### src/rtl/tape_pkg.sv
// Shared tape-UART constants: clock/baud figures and the UART state encodings.
package tape_pkg;

    localparam int unsigned CLOCK_HZ   = 56842105;
    localparam int unsigned BAUD_RATE  = 115200;
    localparam int unsigned BIT_CYCLES = CLOCK_HZ / BAUD_RATE;
    localparam int unsigned BIT_CNT_W  = $clog2(BIT_CYCLES);

    localparam logic [2:0] ST_IDLE  = 3'd0;
    localparam logic [2:0] ST_FETCH = 3'd1;
    localparam logic [2:0] ST_WAIT  = 3'd2;
    localparam logic [2:0] ST_LOAD  = 3'd3;
    localparam logic [2:0] ST_START = 3'd4;
    localparam logic [2:0] ST_DATA  = 3'd5;
    localparam logic [2:0] ST_STOP  = 3'd6;

endpackage

### src/rtl/serial_out_if.sv
// Tape-save FIFO read port: empty flag, read data (non-show-ahead), read strobe.
interface serial_out_if;

    logic       fifo_empty;
    logic [7:0] fifo_data;
    logic       fifo_read_req;

    // FIFO side
    modport master (
        output fifo_empty,
        output fifo_data,
        input  fifo_read_req
    );

    // Consumer side (the transmitter)
    modport slave (
        input  fifo_empty,
        input  fifo_data,
        output fifo_read_req
    );

endinterface

### src/rtl/serial_out_baud_tick.sv
// Bit-period timer: one-cycle pulse every CYCLES enabled cycles, restartable.
module baud_tick #(
    parameter int unsigned CYCLES = 493
) (
    input  logic i_clock,
    input  logic i_reset_n,
    input  logic i_enable,
    input  logic i_restart,
    output logic o_tick
);

    localparam int unsigned W = $clog2(CYCLES);
    localparam logic [W-1:0] LAST = W'(CYCLES - 1);

    logic [W-1:0] r_count;

    // Count 0..CYCLES-1 while enabled, wrap on the bit boundary, zero on restart
    always_ff @(posedge i_clock or negedge i_reset_n) begin
        if (!i_reset_n) begin
            r_count <= '0;
        end else if (i_restart) begin
            r_count <= '0;
        end else if (i_enable) begin
            if (r_count == LAST) begin
                r_count <= '0;
            end else begin
                r_count <= r_count + 1'b1;
            end
        end
    end

    assign o_tick = i_enable && (r_count == LAST);

endmodule

### src/rtl/serial_out.sv
// Tape-save UART transmitter, 8N1: tape-out level (normal) or FIFO bytes (turbo).
module serial_out #(
    parameter int unsigned CLOCK_HZ  = tape_pkg::CLOCK_HZ,
    parameter int unsigned BAUD_RATE = tape_pkg::BAUD_RATE
) (
    input  logic             i_clock,
    input  logic             i_reset_n,
    input  logic             i_save_turbo,
    input  logic             i_tape_out,
    serial_out_if.slave      io_fifo,
    output logic             o_serial_tx,
    output logic             o_busy
);

    import tape_pkg::*;

    localparam int unsigned BIT_CYCLES = CLOCK_HZ / BAUD_RATE;

    logic [2:0] r_state;
    logic [7:0] r_shift;
    logic [2:0] r_bit_idx;
    logic       r_tx;
    logic       r_read_req;
    logic       r_busy;

    logic       w_tick;
    logic       w_bit_active;
    logic       w_frame_go;

    // Timer runs only while the line carries a frame; it is zeroed the cycle
    // before START so the start bit gets a full period.
    assign w_bit_active = (r_state == ST_START) || (r_state == ST_DATA) ||
                          (r_state == ST_STOP);
    assign w_frame_go   = ((r_state == ST_IDLE) && !i_save_turbo) ||
                          (r_state == ST_LOAD);

    baud_tick #(
        .CYCLES (BIT_CYCLES)
    ) u_baud_tick (
        .i_clock   (i_clock),
        .i_reset_n (i_reset_n),
        .i_enable  (w_bit_active),
        .i_restart (w_frame_go),
        .o_tick    (w_tick)
    );

    // Frame FSM; line, strobe and busy are registered from the next-state decision
    always_ff @(posedge i_clock or negedge i_reset_n) begin
        if (!i_reset_n) begin
            r_state    <= ST_IDLE;
            r_shift    <= '0;
            r_bit_idx  <= '0;
            r_tx       <= 1'b1;
            r_read_req <= 1'b0;
            r_busy     <= 1'b0;
        end else begin
            r_read_req <= 1'b0;
            case (r_state)
                ST_IDLE: begin
                    if (!i_save_turbo) begin
                        r_shift <= {8{i_tape_out}};
                        r_state <= ST_START;
                        r_tx    <= 1'b0;
                        r_busy  <= 1'b1;
                    end else if (!io_fifo.fifo_empty) begin
                        r_state    <= ST_FETCH;
                        r_read_req <= 1'b1;
                        r_busy     <= 1'b1;
                    end
                end
                ST_FETCH: r_state <= ST_WAIT;
                ST_WAIT:  r_state <= ST_LOAD;
                ST_LOAD: begin
                    r_shift <= io_fifo.fifo_data;
                    r_state <= ST_START;
                    r_tx    <= 1'b0;
                end
                ST_START: begin
                    if (w_tick) begin
                        r_state   <= ST_DATA;
                        r_bit_idx <= '0;
                        r_tx      <= r_shift[0];
                    end
                end
                ST_DATA: begin
                    if (w_tick) begin
                        r_shift <= {1'b0, r_shift[7:1]};
                        if (r_bit_idx == 3'd7) begin
                            r_state <= ST_STOP;
                            r_tx    <= 1'b1;
                        end else begin
                            r_bit_idx <= r_bit_idx + 1'b1;
                            r_tx      <= r_shift[1];
                        end
                    end
                end
                ST_STOP: begin
                    if (w_tick) begin
                        r_state <= ST_IDLE;
                        r_tx    <= 1'b1;
                        r_busy  <= 1'b0;
                    end
                end
                default: begin
                    r_state <= ST_IDLE;
                    r_tx    <= 1'b1;
                    r_busy  <= 1'b0;
                end
            endcase
        end
    end

    assign o_serial_tx           = r_tx;
    assign o_busy                = r_busy;
    assign io_fifo.fifo_read_req = r_read_req;

endmodule

### src/flat_wrapper.sv
// flat-port wrapper written by rule: the top's interface ports become plain ports
module serial_out_flat import tape_pkg::*;
#(
    parameter int unsigned CLOCK_HZ  = tape_pkg::CLOCK_HZ,
    parameter int unsigned BAUD_RATE = tape_pkg::BAUD_RATE
)
  (i_clock, i_reset_n, i_save_turbo, i_tape_out, o_serial_tx, o_busy, io_fifo_fifo_empty, io_fifo_fifo_data, io_fifo_fifo_read_req);
  serial_out_if io_fifo_i ();
  input  logic i_clock;
  input  logic i_reset_n;
  input  logic i_save_turbo;
  input  logic i_tape_out;
  output logic o_serial_tx;
  output logic o_busy;
  input wire logic [$bits(io_fifo_i.fifo_empty)-1:0] io_fifo_fifo_empty;
  input wire logic [$bits(io_fifo_i.fifo_data)-1:0] io_fifo_fifo_data;
  output wire logic [$bits(io_fifo_i.fifo_read_req)-1:0] io_fifo_fifo_read_req;
  assign io_fifo_i.fifo_empty = io_fifo_fifo_empty;
  assign io_fifo_i.fifo_data = io_fifo_fifo_data;
  assign io_fifo_fifo_read_req = io_fifo_i.fifo_read_req;
  serial_out #(.CLOCK_HZ(CLOCK_HZ), .BAUD_RATE(BAUD_RATE)) u_core (.i_clock(i_clock), .i_reset_n(i_reset_n), .i_save_turbo(i_save_turbo), .i_tape_out(i_tape_out), .io_fifo(io_fifo_i), .o_serial_tx(o_serial_tx), .o_busy(o_busy));
endmodule
### config.mk
export PLATFORM = sky130hd
export DESIGN_NAME = serial_out_flat
export DESIGN_NICKNAME = d
export VERILOG_FILES = /design/src/rtl/tape_pkg.sv /design/src/rtl/serial_out_if.sv /design/src/rtl/serial_out_baud_tick.sv /design/src/rtl/serial_out.sv /design/src/flat_wrapper.sv
export SDC_FILE = /design/constraint.sdc
export NUM_CORES = 1
export LEC_CHECK = 0
export CORE_MARGIN = 2
export CORE_UTILIZATION = 45
export CTS_BUF_LIST = sky130_fd_sc_hd__clkbuf_8
export CTS_CLUSTER_DIAMETER = 80
export CTS_CLUSTER_SIZE = 12
export DETAILED_ROUTE_END_ITERATION = 10
export PLACE_DENSITY_LB_ADDON = 0.2
export SYNTH_ARGS = -nofsm -noshare
export SYNTH_HDL_FRONTEND = slang
export SYNTH_HIERARCHICAL = 1
export SYNTH_SLANG_ARGS = --single-unit
### constraint.sdc
create_clock -name i_clock -period 3.7 [get_ports i_clock]
set_input_delay 0.74 -clock i_clock [delete_from_list [all_inputs] [get_ports i_clock]]
set_output_delay 0.74 -clock i_clock [all_outputs]
set_load 0.02 [all_outputs]
=== Yosys cells after proc, flatten, opt, wreduce, memory -nomap -nowiden ===
Cells that the tools add are included.
Widths: inputs -> output; s select.

* Flip-flop bits (word level): 26
* Input port bits: 13
* Output and inout port bits: 3

* Add/sub/neg operators: 2
* Equality and inequality tests: 15
* Multiplexer cells: 29
* Bitwise operators: 2
* Reductions and logical operators: 17

{| class="wikitable"
|+ Operators by type and width
! kind !! number
|-
| $mux 9 || 3
|-
| $mux 3 || 8
|-
| $pmux 8 s3 || 1
|-
| $pmux 3 s7 || 1
|-
| $mux 8 || 2
|-
| $eq 3x3->1 const B || 4
|-
| $ne 2x2->1 const B || 6
|-
| $mux 1 || 11
|-
| $reduce_and 5->1 || 2
|-
| $add 9x1->9 const B || 1
|-
| $eq 9x9->1 const B || 1
|-
| $eq 3x2->1 const B || 2
|-
| $pmux 1 s6 || 1
|-
| $pmux 3 s2 || 1
|-
| $reduce_and 3->1 || 2
|-
| $reduce_or 5->1 || 1
|-
| $reduce_and 4->1 || 1
|-
| $reduce_bool 2->1 || 2
|-
| $add 3x1->3 const B || 1
|-
| $eq 3x1->1 const B || 1
|-
| $logic_not 3->1 || 1
|-
| $logic_or 1x1->1 || 3
|-
| $ne 3x3->1 const B || 1
|-
| $pmux 1 s3 || 1
|-
| other kinds (5) || 7
|}

=== Logic depth before layout (Yosys ltp) ===
* Word-level depth: 6
* Mapped depth: 11
* Mapped depth without buffers: 8

=== Modules after synthesis ===
Netlist, hierarchy kept.

{| class="wikitable"
|+ Modules (own cells, without submodules)
! module !! times used !! cells an instance !! area each (µm²) !! sequential area each (µm²)
|-
| serial_out || 1 || 112 || 1038.5 || 426.7
|-
| baud_tick || 1 || 54 || 535.5 || 225.2
|}

=== Least setup slack after synthesis ===
OpenSTA, ideal clock, no wires.

* Path type: register -> register
* From: reg u_core.r_state[2]
* To: reg u_core.r_shift[0]
* Setup time: 0.125 ns
* Arrival time: 2.701 ns
* Data required time: 3.575 ns
* Setup slack: 0.875 ns
* Stages on the path, launching flop included: 10
* Buffers on the path: 3
* Cell sequence: dfrtp_1 buf_2 buf_1 and2_1 buf_2 inv_1 nor4_1 nand2_1 o21bai_4 mux2_2

* Word-level cells in the longest chain between the ends: 6
* Elaborated cells on any way between the ends: 13

{| class="wikitable"
|+ Ends and longest elaborated chain
! what !! line !! source
|-
| from (decl) || serial_out.sv:19 || <nowiki>logic [2:0] r_state;</nowiki>
|-
| from (signal assigned) || serial_out.sv:50 || <nowiki>r_state <= ST_IDLE;</nowiki>
|-
| from (signal assigned) || serial_out.sv:62 || <nowiki>r_state <= ST_START;</nowiki>
|-
| from (signal assigned) || serial_out.sv:66 || <nowiki>r_state <= ST_FETCH;</nowiki>
|-
| $eq 3x3->1 || serial_out.sv:32 || <nowiki>assign w_bit_active = (r_state == ST_START) || (r_state == ST_DATA) ||</nowiki>
|-
| $logic_or 1x1->1 || serial_out.sv:32 ||
|-
| $logic_or 1x1->1 (*) || serial_out.sv:32 ||
|-
| net u_core.w_bit_active || serial_out.sv:27 || <nowiki>logic w_bit_active;</nowiki>
|-
| $logic_and 1x1->1 (*) || serial_out_baud_tick.sv:32 || <nowiki>assign o_tick = i_enable && (r_count == LAST);</nowiki>
|-
| net u_core.w_tick || serial_out.sv:26 || <nowiki>logic w_tick;</nowiki>
|-
| $ne 2x2->1 (no line) (*) || -- ||
|-
| $reduce_and 3->1 (no line) (*) || -- ||
|-
| to (signal assigned) || serial_out.sv:61 || <nowiki>r_shift <= {8{i_tape_out}};</nowiki>
|-
| to (signal assigned) || serial_out.sv:74 || <nowiki>r_shift <= io_fifo.fifo_data;</nowiki>
|-
| to (signal assigned) || serial_out.sv:87 || <nowiki>r_shift <= {1'b0, r_shift[7:1]};</nowiki>
|-
| to (decl) || serial_out.sv:20 || <nowiki>logic [7:0] r_shift;</nowiki>
|}

Mark *: on every way through the listed nets, which the timed path passes. The rest lies on a longest branch.
A chain may end at the register's enable or synchronous reset.

=== Worst setup path in the final report ===
* From: reg u_core.r_state[1]
* To: reg u_core.r_shift[0]

The elaborated chain is that of the path after synthesis.

==> results.py <==
metrics = {
    "outcome": {
        "outcome": "finished, final reports clean",
    },
    "timing": {
        "hold_viol": 0,
        "maxSlewHeadroom": 0.6160,
        "slew_violations": 0,
        "rsz0062_at_grt": "no",
        "fin_worst_skew_ns": 0.002990,
        "period_needed_ns": 2.800,
        "setup_tns_ns": 0,
        "worstMarginPinSlew_ns": 0.5760,
        "setup_viol": 0,
        "max_freq_mhz": 357.1,
        "post-route-period-util": 0.7567,
    },
    "logic_synthesis": {
        "yosys.area.top_type": "dfrtp_1",
        "yosys_warnings": 6,
        "synth_commonest_cells": "dfrtp_1, nand2_1, o21ai_0",
        "netlist.area_leader.share": 0.3975,
        "synth_edf_count": 0,
        "synth_cells": 166,
        "ys_top_cells_by_area": "dfrtp_1, o21ai_0, a211oi_1",
        "synth_most_common_cell": "dfrtp_1",
        "ys.flop_type": "dfrtp_1",
        "synth_nets": 183,
        "synth_cell_types": 46,
        "ys_ff_latch": 26,
        "synth_area_mm2": 0.001574,
        "yosysSeqAreaShare": 0.4141,
        "synthArstFlopShare": 1.000,
        "avgSynthCellArea_um2": 9.482,
    },
    "placement": {
        "placed_cells": 222,
        "gp_congestion": 0.8533,
        "hpwl_um": 2238,
        "port_buffers": 15,
    },
    "routing": {
        "firstDrtPassIters": 4,
        "met3_length_um": 141,
        "vias_per_cell": 5.650,
        "wl_um": 3248,
        "drtIter0Drc": 66,
        "ant_nets": 0,
        "maxUsedRoutingLayer": "met4",
        "wl_met1_um": 1538,
        "wire_per_inst_um": 14.37,
        "drc": 0,
        "met2_length_um": 1548,
        "num_vias": 1277,
    },
    "grt": {
        "grt_pass1_wl_um": 5913,
        "grt_util_all_layers": 0.1816,
        "antenna_found_initial": 0,
        "grt_pass1_vias": 1282,
        "grt_start_max_net_pins": 33,
        "overflow": 0,
    },
    "floorplanning": {
        "die_width_um": 63.14,
        "io_pins": 16,
        "core_area_mm2": 0.003337,
        "rows": 21,
        "dieArea_mm2": 0.003987,
        "die-height_um": 63.14,
        "start_util": 0.4717,
    },
    "clocking": {
        "ctsHoldBuffers": 0,
        "htree_levels": 1,
        "cts_setup_buffers": 0,
        "clockBufferDepth": 2,
        "cts_resized": 0,
        "worst_skew_pair.late_latency_ns": 0.27,
        "cts_buffers": 3,
        "root_buffer": "clkbuf_8",
        "cts_tree": "yes",
        "clock-sinks": 26,
        "cts.clk_slew.worst_paths_ns": 0.09,
    },
    "setup_path": {
        "crit_arrival_ns": 2.96,
        "crit_fanout": 17,
        "cp_slowest_stage_delay_ns": 0.38,
        "crit_family": "simple AND/OR/NAND/NOR gates",
        "cp-end-kind": "flip-flop",
        "crit_chain": "buf_4 > nand2_1 > and2_1 > inv_1 > nor4_1 > buf_4 > nand2_1 > o21bai_4 > mux2_2",
        "r2r_end": "u_core/r_shift[0]$_DFFE_PN0P_",
        "cp.required_ns": 3.86,
        "critPathLaunchType": "flip-flop",
        "cp_num_buf_inv": 3,
        "reg2reg_depth": 9,
        "r2r-start": "u_core/r_state[1]$_DFFE_PN0P_",
        "critPathKind": "reg2reg",
        "crit_slowest_cell": "mux2_2",
        "r2r_setup_slack_ns": 0.90,
    },
    "worst_hold_path": {
        "hold_start": "u_core/o_serial_tx$_DFFE_PN1P_",
        "hold_path_end": "u_core/o_serial_tx$_DFFE_PN1P_",
        "hp-class": "reg2reg",
        "hold_depth": 2,
    },
    "power_and_ir_drop": {
        "worst_ir_drop_vdd_v": 0.0001814,
        "p_per_area_mw_per_mm2": 302.6,
        "leakagePower_uw": 0.0007745,
    },
    "final_layout": {
        "num_antenna_cells": 0,
        "drive_gt1_frac": 0.1333,
        "final_cells": 226,
        "syn2layout_area_growth_pct": 17.01,
        "nNetsFinal": 198,
    },
    "run": {
        "maxCapViolations": 0,
    },
}
[cell usage in the layout (no fill, tap or decap), drive strengths merged, types with 2 or more instances in the layout]
cell           instances
inv                    6
nor2                   9
o211ai                 4
a21oi                 10
ha                     4
a31oi                  2
a211oi                 9
buf                    5
nor3                   8
nor4                   3
or3                    4
o31ai                  2
nand2                 15
a22o                   3
o21ai                 15
mux2                   8
dfrtp                 25
nand3                  3
clkdlybuf4s50         15
clkbuf                 3
nand2b                 5
xor2                   2
[state kept, by name (all words and copies together), names as in the netlist]
signal                        count
u_core/r_state                    3
u_core/o_busy                     1
u_core/r_shift                    8
u_core/o_serial_tx                1
u_core/io_fifo.fifo_read_req      1
u_core/u_baud_tick/r_count        9
u_core/r_bit_idx                  3
[report_power, final]
| group | total [uW] | switching (uW) | internal (uW) |
|---|---|---|---|
| Combinational | 29.2 | 11.4 | 17.8 |
| Sequential | 290 | 1.99 | 288 |
| Clock | 238 | 93.5 | 145 |
| Total | 557 | 107 | 450 |
[layer usage]
metal,vias to the layer above,track usage
met5,-,0
met4,0,0.05556
met3,2,0.02857
met2,23,0.2992
met1,612,0.2452
li1,640,-
[cell type report]
type,instances,area (um2)
Fill cell,328,1495
Multi-Input combinational cell,124,850.8
Sequential cell,26,651.9
Timing Repair Buffer,20,187.7
Tap cell,46,57.56
Clock buffer,3,41.29
Clock inverter,1,30.03
Inverter,6,22.52
[per-stage QoR]
stage	util	cell area, um2	hold WS (ns)	setup WS [ns]	power, uW
after floorplan	-	1574	0.4444	0.8746	303.2
after global placement	0.5306	1770	0.4701	0.9271	324.2
after detailed placement	0.5306	1770	0.4709	0.8949	325.3
after CTS	0.5519	1842	0.4926	0.9063	561.7
after global routing	0.5519	1842	0.5307	0.7358	581.2
final	0.5519	1842	0.4880	0.9000	557.3
[tightest hold or removal path, delay by kind of cell (launching register included)]
kind	cells	cell delay [ns]
AO/OA/AOI/OAI	1	0.07
buffers and inverters	1	0.04
flip-flops	1	0.38
[logic make-up (layout without fill, tap and decap cells)]
logic type,count (synthesis),after routing,synth area share
and+or+nand+nor,55,55,0.1828
adders and majority gates,4,4,0.03180
DFF,26,26,0.4142
AOI/OAI and AO/OA,53,53,0.2456
xor gates and xnor gates,3,3,0.01670
buffers and inverters,16,30,0.04530
muxes,9,9,0.06359
[how the worst max path moves through the flow]
stage                     slack [ns]                          start  depth (start not counted)                                         to
after floorplan                 0.87  u_core/r_state[2]$_DFFE_PN0P_                          9              u_core/r_shift[0]$_DFFE_PN0P_
after global placement          0.93  u_core/r_state[1]$_DFFE_PN0P_                          9              u_core/r_shift[2]$_DFFE_PN0P_
after CTS                       0.91  u_core/r_state[1]$_DFFE_PN0P_                          9              u_core/r_shift[0]$_DFFE_PN0P_
after global routing            0.74  u_core/r_state[1]$_DFFE_PN0P_                          9              u_core/r_shift[0]$_DFFE_PN0P_
final                           0.90  u_core/r_state[1]$_DFFE_PN0P_                          9              u_core/r_shift[0]$_DFFE_PN0P_
after detailed placement        0.89                   i_save_turbo                          6  u_core/u_baud_tick/r_count[8]$_DFFE_PN0P_
(Power assumes the default switching activity.)
